--- src/rtl/chimera_clu_iso_ctrl.sv ---
// Per-cluster isolation/power sequencer: isolate, await ack, hold reset, gate clock; reverse on power-on.
// Moore outputs are registered from the next state, so they change on the edge the state changes.
module chimera_clu_iso_ctrl #(
  parameter int unsigned NumClusters   = 4,
  parameter int unsigned ResetCycles   = 8,
  parameter int unsigned SettleCycles  = 4,
  parameter int unsigned TimeoutCycles = 1024
) (
  input  logic                   soc_clk_i,
  input  logic                   rst_ni,
  input  logic [NumClusters-1:0] off_req_i,
  input  logic [NumClusters-1:0] isolated_i,
  input  logic [NumClusters-1:0] err_clr_i,
  output logic [NumClusters-1:0] isolate_o,
  output logic [NumClusters-1:0] clk_en_o,
  output logic [NumClusters-1:0] clu_rst_no,
  output logic [NumClusters-1:0] busy_o,
  output logic [NumClusters-1:0] is_off_o,
  output logic [NumClusters-1:0] err_o
);

  localparam int unsigned MaxRs  = (ResetCycles > SettleCycles) ? ResetCycles : SettleCycles;
  localparam int unsigned MaxAll = (MaxRs > TimeoutCycles) ? MaxRs : TimeoutCycles;
  localparam int unsigned CntMax = (MaxAll > 2) ? MaxAll : 2;
  localparam int unsigned CntW   = $clog2(CntMax);

  typedef logic [CntW-1:0] cnt_t;

  localparam cnt_t RstLast = cnt_t'(ResetCycles - 1);
  localparam cnt_t SetLast = cnt_t'(SettleCycles - 1);
  localparam cnt_t ToLast  = cnt_t'((TimeoutCycles == 0) ? 0 : TimeoutCycles - 1);
  localparam bit   ToEn    = (TimeoutCycles != 0);

  typedef enum logic [2:0] {
    StOn, StIsoWait, StRstOn, StGate, StOff, StUngate, StRelease, StDeiso
  } state_e;

  for (genvar g = 0; g < NumClusters; g++) begin : gen_clu
    state_e state_q, state_d;
    cnt_t   cnt_q, cnt_d;
    logic   err_q, err_d;
    logic   iso_q, iso_d, clk_en_q, clk_en_d, rst_n_q, rst_n_d;
    logic   busy_q, busy_d, off_q, off_d;

    always_comb begin
      state_d = state_q;
      cnt_d   = cnt_q;
      err_d   = err_q & ~err_clr_i[g];
      unique case (state_q)
        StOn: if (off_req_i[g]) begin
          state_d = StIsoWait;
          cnt_d   = '0;
        end
        StIsoWait: begin
          if (isolated_i[g]) begin
            state_d = StRstOn;
            cnt_d   = '0;
          end else if (ToEn && cnt_q == ToLast) begin
            // Abort the power-off: the cluster never acked, so it stays clocked and out of reset.
            err_d   = 1'b1;
            state_d = StOn;
            cnt_d   = '0;
          end else if (ToEn) begin
            cnt_d = cnt_q + cnt_t'(1);
          end
        end
        StRstOn: begin
          if (cnt_q == RstLast) state_d = StGate;
          else                  cnt_d   = cnt_q + cnt_t'(1);
        end
        StGate: state_d = StOff;
        StOff: if (!off_req_i[g]) begin
          state_d = StUngate;
          cnt_d   = '0;
        end
        StUngate: begin
          if (cnt_q == RstLast) begin
            state_d = StRelease;
            cnt_d   = '0;
          end else begin
            cnt_d = cnt_q + cnt_t'(1);
          end
        end
        StRelease: begin
          if (cnt_q == SetLast) begin
            state_d = StDeiso;
            cnt_d   = '0;
          end else begin
            cnt_d = cnt_q + cnt_t'(1);
          end
        end
        StDeiso: begin
          if (!isolated_i[g]) begin
            state_d = StOn;
            cnt_d   = '0;
          end else if (ToEn && cnt_q == ToLast) begin
            err_d   = 1'b1;
            state_d = StOn;
            cnt_d   = '0;
          end else if (ToEn) begin
            cnt_d = cnt_q + cnt_t'(1);
          end
        end
        default: begin
          state_d = StOn;
          cnt_d   = '0;
        end
      endcase

      iso_d    = !(state_d inside {StOn, StDeiso});
      clk_en_d = !(state_d inside {StGate, StOff});
      rst_n_d  = state_d inside {StOn, StIsoWait, StRelease, StDeiso};
      busy_d   = !(state_d inside {StOn, StOff});
      off_d    = (state_d == StOff);
    end

    always_ff @(posedge soc_clk_i) begin
      if (!rst_ni) begin
        state_q  <= StOn;
        cnt_q    <= '0;
        err_q    <= 1'b0;
        iso_q    <= 1'b0;
        clk_en_q <= 1'b1;
        rst_n_q  <= 1'b1;
        busy_q   <= 1'b0;
        off_q    <= 1'b0;
      end else begin
        state_q  <= state_d;
        cnt_q    <= cnt_d;
        err_q    <= err_d;
        iso_q    <= iso_d;
        clk_en_q <= clk_en_d;
        rst_n_q  <= rst_n_d;
        busy_q   <= busy_d;
        off_q    <= off_d;
      end
    end

    assign isolate_o[g]  = iso_q;
    assign clk_en_o[g]   = clk_en_q;
    assign clu_rst_no[g] = rst_n_q;
    assign busy_o[g]     = busy_q;
    assign is_off_o[g]   = off_q;
    assign err_o[g]      = err_q;
  end

endmodule

--- config.mk ---
export PLATFORM = sky130hd
export DESIGN_NAME = chimera_clu_iso_ctrl
export DESIGN_NICKNAME = d
export VERILOG_FILES = /design/src/rtl/chimera_clu_iso_ctrl.sv
export SDC_FILE = /design/constraint.sdc
export NUM_CORES = 1
export LEC_CHECK = 0
export ABC_AREA = 1
export CORE_ASPECT_RATIO = 1.5
export CORE_MARGIN = 2
export CORE_UTILIZATION = 30
export CTS_CLUSTER_DIAMETER = 30
export DETAILED_ROUTE_END_ITERATION = 16
export SKIP_LAST_GASP = 1
export SLEW_MARGIN = 0
export SYNTH_ARGS = -nofsm -noshare
export SYNTH_HDL_FRONTEND = slang
export SYNTH_SLANG_ARGS = --single-unit
export TNS_END_PERCENT = 50
--- constraint.sdc ---
create_clock -name soc_clk_i -period 1.8 [get_ports soc_clk_i]
set_input_delay 0.36 -clock soc_clk_i [delete_from_list [all_inputs] [get_ports soc_clk_i]]
set_output_delay 0.36 -clock soc_clk_i [all_outputs]
set_load 0.05 [all_outputs]
==> results of run 1 <==
-- sequential cells by signal, indices dropped and copies added, names as in the netlist --
| signal | count |
|---|---|
| gen_clu.clk_en_q | 4 |
| gen_clu.cnt_q | 40 |
| gen_clu.busy_q | 4 |
| gen_clu.state_q | 12 |
| gen_clu.rst_n_q | 4 |
| gen_clu.off_q | 4 |
| gen_clu.err_q | 4 |
| gen_clu.iso_q | 4 |
-- layout make-up --
class / count / area (um2) / area share
multi-input cells: 490 / 2434 / 0.4378
flip-flops and latches: 76 / 1529 / 0.2750
repair buffers: 70 / 571.8 / 0.1029
inverters: 123 / 466.7 / 0.08395
well taps: 199 / 249.0 / 0.04479
clock buffers: 9 / 225.2 / 0.04051
clock inverters: 7 / 83.83 / 0.01508
-- cells by family after synthesis --
group | Yosys count
simple gates | 410
xor+xnor | 6
flops | 76
fa+ha+maj | 4
compound gates | 70
buf+inv | 155
-- worst min-delay path: stages, from the launching register on --
cell     delay, ps
dfxtp_1        310
nand2_1         60
a21oi_1         50
-- metal layers --
layer	part of all wire	up-vias	track usage
li1	-	2338	-
met1	0.43	1904	0.1390
met2	0.52	72	0.2427
met3	0.026	20	0.02130
met4	0.028	0	0.06603
met5	0	-	0
-- through the flow --
| stage | hold slack (ps) | area (um2) | setup WS (ps) | instances |
|---|---|---|---|---|
| final | 461.0 | 5559 | 136.1 | 974 |
| after CTS | 464.8 | 5463 | 45.03 | 970 |
| after floorplan | 443.6 | 4596 | 280.9 | 721 |
| after global routing | 496.6 | 5559 | -59.29 | 974 |
| after detailed placement | 455.6 | 5155 | -37.93 | 954 |
| after global placement | 452.4 | 5155 | -15.95 | 954 |
-- where the power goes --
| part | leakage (uW) | internal (uW) | switching, uW |
|---|---|---|---|
| combinational | 0.00185 | 359 | 678 |
| clock | 0.000148 | 1100 | 753 |
| sequential | 0.000620 | 1780 | 69.7 |
| total | 0.00261 | 3240 | 1500 |
-- cell usage in the layout (no fill, tap or decap), types with 13 or more instances in the layout --
cell / n
buf_4: 55
clkdlybuf4s50_1: 13
o21ai_0: 29
nor2_2: 15
a21oi_1: 23
inv_1: 110
nor2_1: 94
dfxtp_1: 72
nand4_1: 17
nand3_1: 68
nand2_1: 166
nand2_2: 14
-- path summary, 6_finish.rpt --
kind,end,cells after the start,startpoint
worst min-delay path,gen_clu[0].err_q,2,gen_clu[0].err_q
worst max-delay path,gen_clu[3].clk_en_q,12,gen_clu[3].cnt_q[1]
worst min register to register,gen_clu[0].err_q,2,gen_clu[0].err_q
worst max register to register,gen_clu[3].clk_en_q,12,gen_clu[3].cnt_q[1]
-- what timing repair did --
item | CTS | global route
setup buffers | 0 | 4
gates resized for setup | 1 | 22
setup endpoints to repair | 1 | 45
pin swaps | 0 | 7
==> metrics.txt, run 1 <==
run status=finished clean; cells along the critical path=ha_1 -> nand2_1 -> inv_1 -> nand3_2 -> nor2_2 -> nand3_1 -> nand2_1 -> nand2_1 -> nand2_1 -> nand2_1 -> nand2_1 -> nand2_1; critical path data arrival time=1890 ps; top_reg_cell synth=dfxtp_1; DRC viols=0; die area=16,350 um2; grt ovf=0; CTS root buf=clkbuf_16; Post-Synthesis Cell Area=4596 um2; number of synthesized register bits=76; Synth top area share=0.3311; Pwr per Cell Area=about 850 nW/um2; Synth area leaders=dfxtp_1, nand2_1, inv_1, nor2_1, nand3_1; RSZ-0062 raised after global routing=yes; Yosys top cell by area=dfxtp_1; Buf+Inv Stages, Crit Path=1; Hold Path Class=flop to flop; CTS tree=built; Area Overhead vs Synth=20.96%; Post-synth EDFFs=0; Chip Height=155.6 um; Pre-Repair DR Iteration Count=4; initial DRC count=120; CTS clk-pin slew, worst paths=~60 ps; vias=roughly 4,300; CTS HTree Levels=3; post-synthesis compound-gate area fraction=0.08222; first-pass GRT wire length=roughly 18,000 um; skew final=6.032 ps; Lkg Pwr=roughly 0.0026 uW; Core ar.=~15,000 um2; clock buffer depth=2; initial antenna violation count=0; vias per cell=~4.4; clk sinks=76; mux cell area share after synthesis=0; chip width=between 100 and 150 um; Simple-Gate Fraction of Synth Area=0.4122; Final Setup Violations=0; worst rel slew slack=0.6798; Fillers=about 1,600; hold-fix buffers at CTS=0; crit path capture type=flop; maxcap violations=0; XOR/XNOR Fraction of Synth Area=0.01143; register area share after synthesis=0.3311; routed wire length=10,290 um; post-synthesis cell type count=39; fmax=roughly 600 MHz; number of global-route vias before repair=roughly 4,100; GRT Overall Usage=0.1297; final core occ=0.3689; io pins=38; layout cell share with drive strength beyond 1=0.1884; WP data required=roughly 2000 ps; Worst Setup Start Kind=flop; adder-cell share of the synthesized area=0.01089; total power=around 4700 uW; Mapped Cells=721; RePlAce Congestion=just under 0.9; Fin. Hold Viols=0; most used cell along the critical path=nand2_1; Post-synth top cells=nand2_1, inv_1, nor2_1; insertion delay to the later sink of the worst-skew pair=~330 ps; hpwl dp=about 8200 um; total negative slack=0 ps; largest family of logic cells by synthesized area=simple AND/OR/NAND/NOR gates; CP delay by family, top=simple AND/OR/NAND/NOR gates; Mapped Avg Cell Area=between 6 and 7 um2; highest net fanout along the worst path=4; Routed WL per cell=about 11 um; Post-DRT Antenna Nets=0; Port Buf Inserts=37; internal reg-to-reg setup slack=140 ps; Worst path slowest cell=dfxtp_1; Post-synth ARST share=0; Worst path max stage delay=roughly 340 ps; largest net degree at the start of global routing=16; Rows=55; syn_nets=approximately 740; most common cell in the netlist=nand2_1; Slew Viols, Final=0; Final period util=0.9244; ant diodes=0; nets@finish=788; Num CTS Buffers=9; Initial Util=0.3049; critical setup path kind=flop to flop; maximum resistive drop on vdd=between 0.4 and 0.5 mV; Worst-Margin Slew=roughly 480 ps; min cycle time layout=around 1700 ps; YS warnings=0
Power figures use the tool's default switching activity.
==> run 2, diff against run 1 <==
Settings changed: CORE_ASPECT_RATIO 1.5 to 1.2.
==> run 2 against run 1 <==
Compared with the run above: sequential cell count is the same; utilization up 1.4 points; clock skew is 0.62 ps higher; cell count increased by 1.6%; clock-buffer cell count stayed put; sequential power is essentially flat; largest power group is now the clock network.
==> metrics.txt, run 2 (synthesis gave the netlist of run 1 again) <==
Fin. Hold Viols=0 (unchanged); vias=4,350 (+0.37%); clock buffer depth=2 (unchanged); first-pass GRT wire length=17,260 um (-1.4%); Lkg Pwr=0.002726 uW (+4.3%); hpwl dp=7819 um (-4.9%); number of global-route vias before repair=3,884 (-5.3%); Chip Height=139.6 um (-10%); Hold Crit Depth=2 (unchanged); Post-DRT Antenna Nets=0 (unchanged); min cycle time layout=1669 ps (+5.412 ps); fin area=5720 um2 (+2.9%); final worst-path setup slack=130.7 ps (-5.412 ps); Fillers=1,609 (+1.5%); initial DRC count=198 (+65%); Routed WL per cell=10.43 um (-1.3%); Worst Setup Start Kind=flop; CTS clk-pin slew, worst paths=60 ps (about the same); insertion delay to the later sink of the worst-skew pair=340 ps (about the same); Worst-Margin Slew=500.5 ps (+18.32 ps); Hold Startpoint=gen_clu[1].err_q; ant diodes=0 (unchanged); worst rel slew slack=0.6658 (-0.01404); GRT Overall Usage=0.1313 (+0.001575); Pwr per Cell Area=849.9 nW/um2 (-0.29%); Num CTS Buffers=9 (unchanged); nets@finish=799 (+1.4%); Core ar.=14,960 um2 (-0.74%); Worst R2R Path Depth=12 (unchanged); critical path data arrival time=1920 ps (+30 ps); WP data required=2050 ps (+20 ps); die area=16,330 um2 (about the same); CTS root buf=clkbuf_16; Area Overhead vs Synth=24.48%; layout cell share with drive strength beyond 1=0.2074 (+0.01899); worst hold slack=461.6 ps (+0.6450 ps); CTS HTree Levels=3 (unchanged); run status=finished clean; RePlAce Congestion=0.8682 (-0.16%); Min-Delay Endpoint=gen_clu[1].err_q; crit path capture type=flop; clk sinks=76 (unchanged); CTS tree=built; vias per cell=4.394 (-1.3%); largest net degree at the start of global routing=22 (+6); Placed Instances=969 (+1.6%); hold-fix buffers at CTS=0 (unchanged); reg-to-reg startpoint=gen_clu[1].cnt_q[1]; Port Buf Inserts=37 (unchanged); RR Endpoint=gen_clu[1].clk_en_q; maximum resistive drop on vdd=0.4173 mV (-4.0%); max reg flops=40 (unchanged); initial antenna violation count=0 (unchanged); Initial Util=0.3072 (+0.002270); area post-placement=5264 um2 (+2.1%); DRC viols=0 (unchanged); RSZ-0062 raised after global routing=yes; top flop regs=gen_clu.cnt_q (40), gen_clu.state_q (12); Hold Path Class=flop to flop; internal reg-to-reg setup slack=130 ps (about the same); Slew Viols, Final=0 (unchanged); io pins=38 (unchanged); Rows=49 (-11%); Pre-Repair DR Iteration Count=4 (unchanged); routed wire length=10,330 um (+0.34%); area taken by multi-input logic gates=2477 um2 (+1.8%); critical setup path kind=flop to flop; Place WS=-67.57 ps (-29.64 ps); skew final=6.655 ps (+0.6227 ps); Biggest register=gen_clu.cnt_q; fmax=599.1 MHz (-0.32%); chip width=117.0 um (+11%); highest net fanout along the worst path=3 (-1); Storage cell area=1529 um2 (unchanged); most common cell after layout, fill and taps aside=nand2_1; grt ovf=0 (unchanged); Non-Filler Instances=990 (+1.6%); maxcap violations=0 (unchanged); commonest cells after routing, fill and taps aside=nand2_1, inv_1, nor2_1, dfxtp_1, nand3_1; Final Setup Violations=0 (unchanged); Final period util=0.9274 (+0.003007)
==> run 2: changes by cell type in the layout (fill, tap and decap cells not counted), sizes merged <==
cell / delta
buf: +10
clkinvlp: +1
dlymetal6s2s: +1
inv: +1
clkinv: -2
==> run 2: routing by layer <==
metal | global-route usage | vias to the layer above | routed length, um
met4 | 0.04706 | 0 | 152
met3 | 0.02787 | 9 | 269
met1 | 0.1682 | 1918 | 4931
met5 | 0 | - | 0
li1 | - | 2364 | -
met2 | 0.2157 | 59 | 4972
==> run 2: stage by stage <==
stage,utilization,total power [uW],TNS [ps]
2_1_floorplan,-,2640,0
3_3_place_gp,0.3519,2956,-334.6
3_5_place_dp,0.3519,2955,-806.8
4_1_cts,0.3724,4865,-10.49
5_1_grt,0.3824,5122,-59.68
6_report,0.3824,4862,0
==> run 2: how the worst max path moves through the flow <==
stage                         from                   to
3_3_place_gp          off_req_i[3]  gen_clu[3].cnt_q[7]
6_report       gen_clu[1].cnt_q[1]  gen_clu[1].clk_en_q
4_1_cts           gen_clu[0].off_q          is_off_o[0]
2_1_floorplan  gen_clu[1].cnt_q[0]  gen_clu[1].clk_en_q
5_1_grt        gen_clu[1].cnt_q[1]     gen_clu[1].iso_q
3_5_place_dp          off_req_i[3]  gen_clu[3].cnt_q[9]
==> run 2: report_power, final <==
group	leakage (uW)	total [uW]	internal (uW)	switching, uW
sequential	0.000621	1850	1780	66.4
clock	0.000145	1890	1100	793
combinational	0.00196	1120	412	712
==> run 2: repair_timing <==
action	in CTS	in global routing
setup endpoints to repair	2	42
pin swaps	0	15
gates resized for setup	1	35
setup buffers	0	5
==> run 2: final cells by class <==
type	instances	share of cell area
inverter	123	0.08158
tap	204	0.04462
sequential	76	0.2673
timing repair buffer	81	0.1196
multi-input combinational	490	0.4331
clock inverter	7	0.01444
clock buffer	9	0.03937
==> run 2: worst max-delay path: stages (launching register included) <==
cell and delay, ps:
dfxtp_2 340, ha_2 170, nand2_1 70, nor2_2 130, nand4_1 210, nand2_2 160, nand2_2 70, nor2_4 130
inv_2 70, nor2_4 80, nand2_1 70, nand2_1 60, inv_1 30
==> run 3, diff against run 2 <==
Settings changed: GPL_TIMING_DRIVEN set to 1.
==> results of run 3 <==
The final DEF is identical to that of run 2; final timing and power are the same.
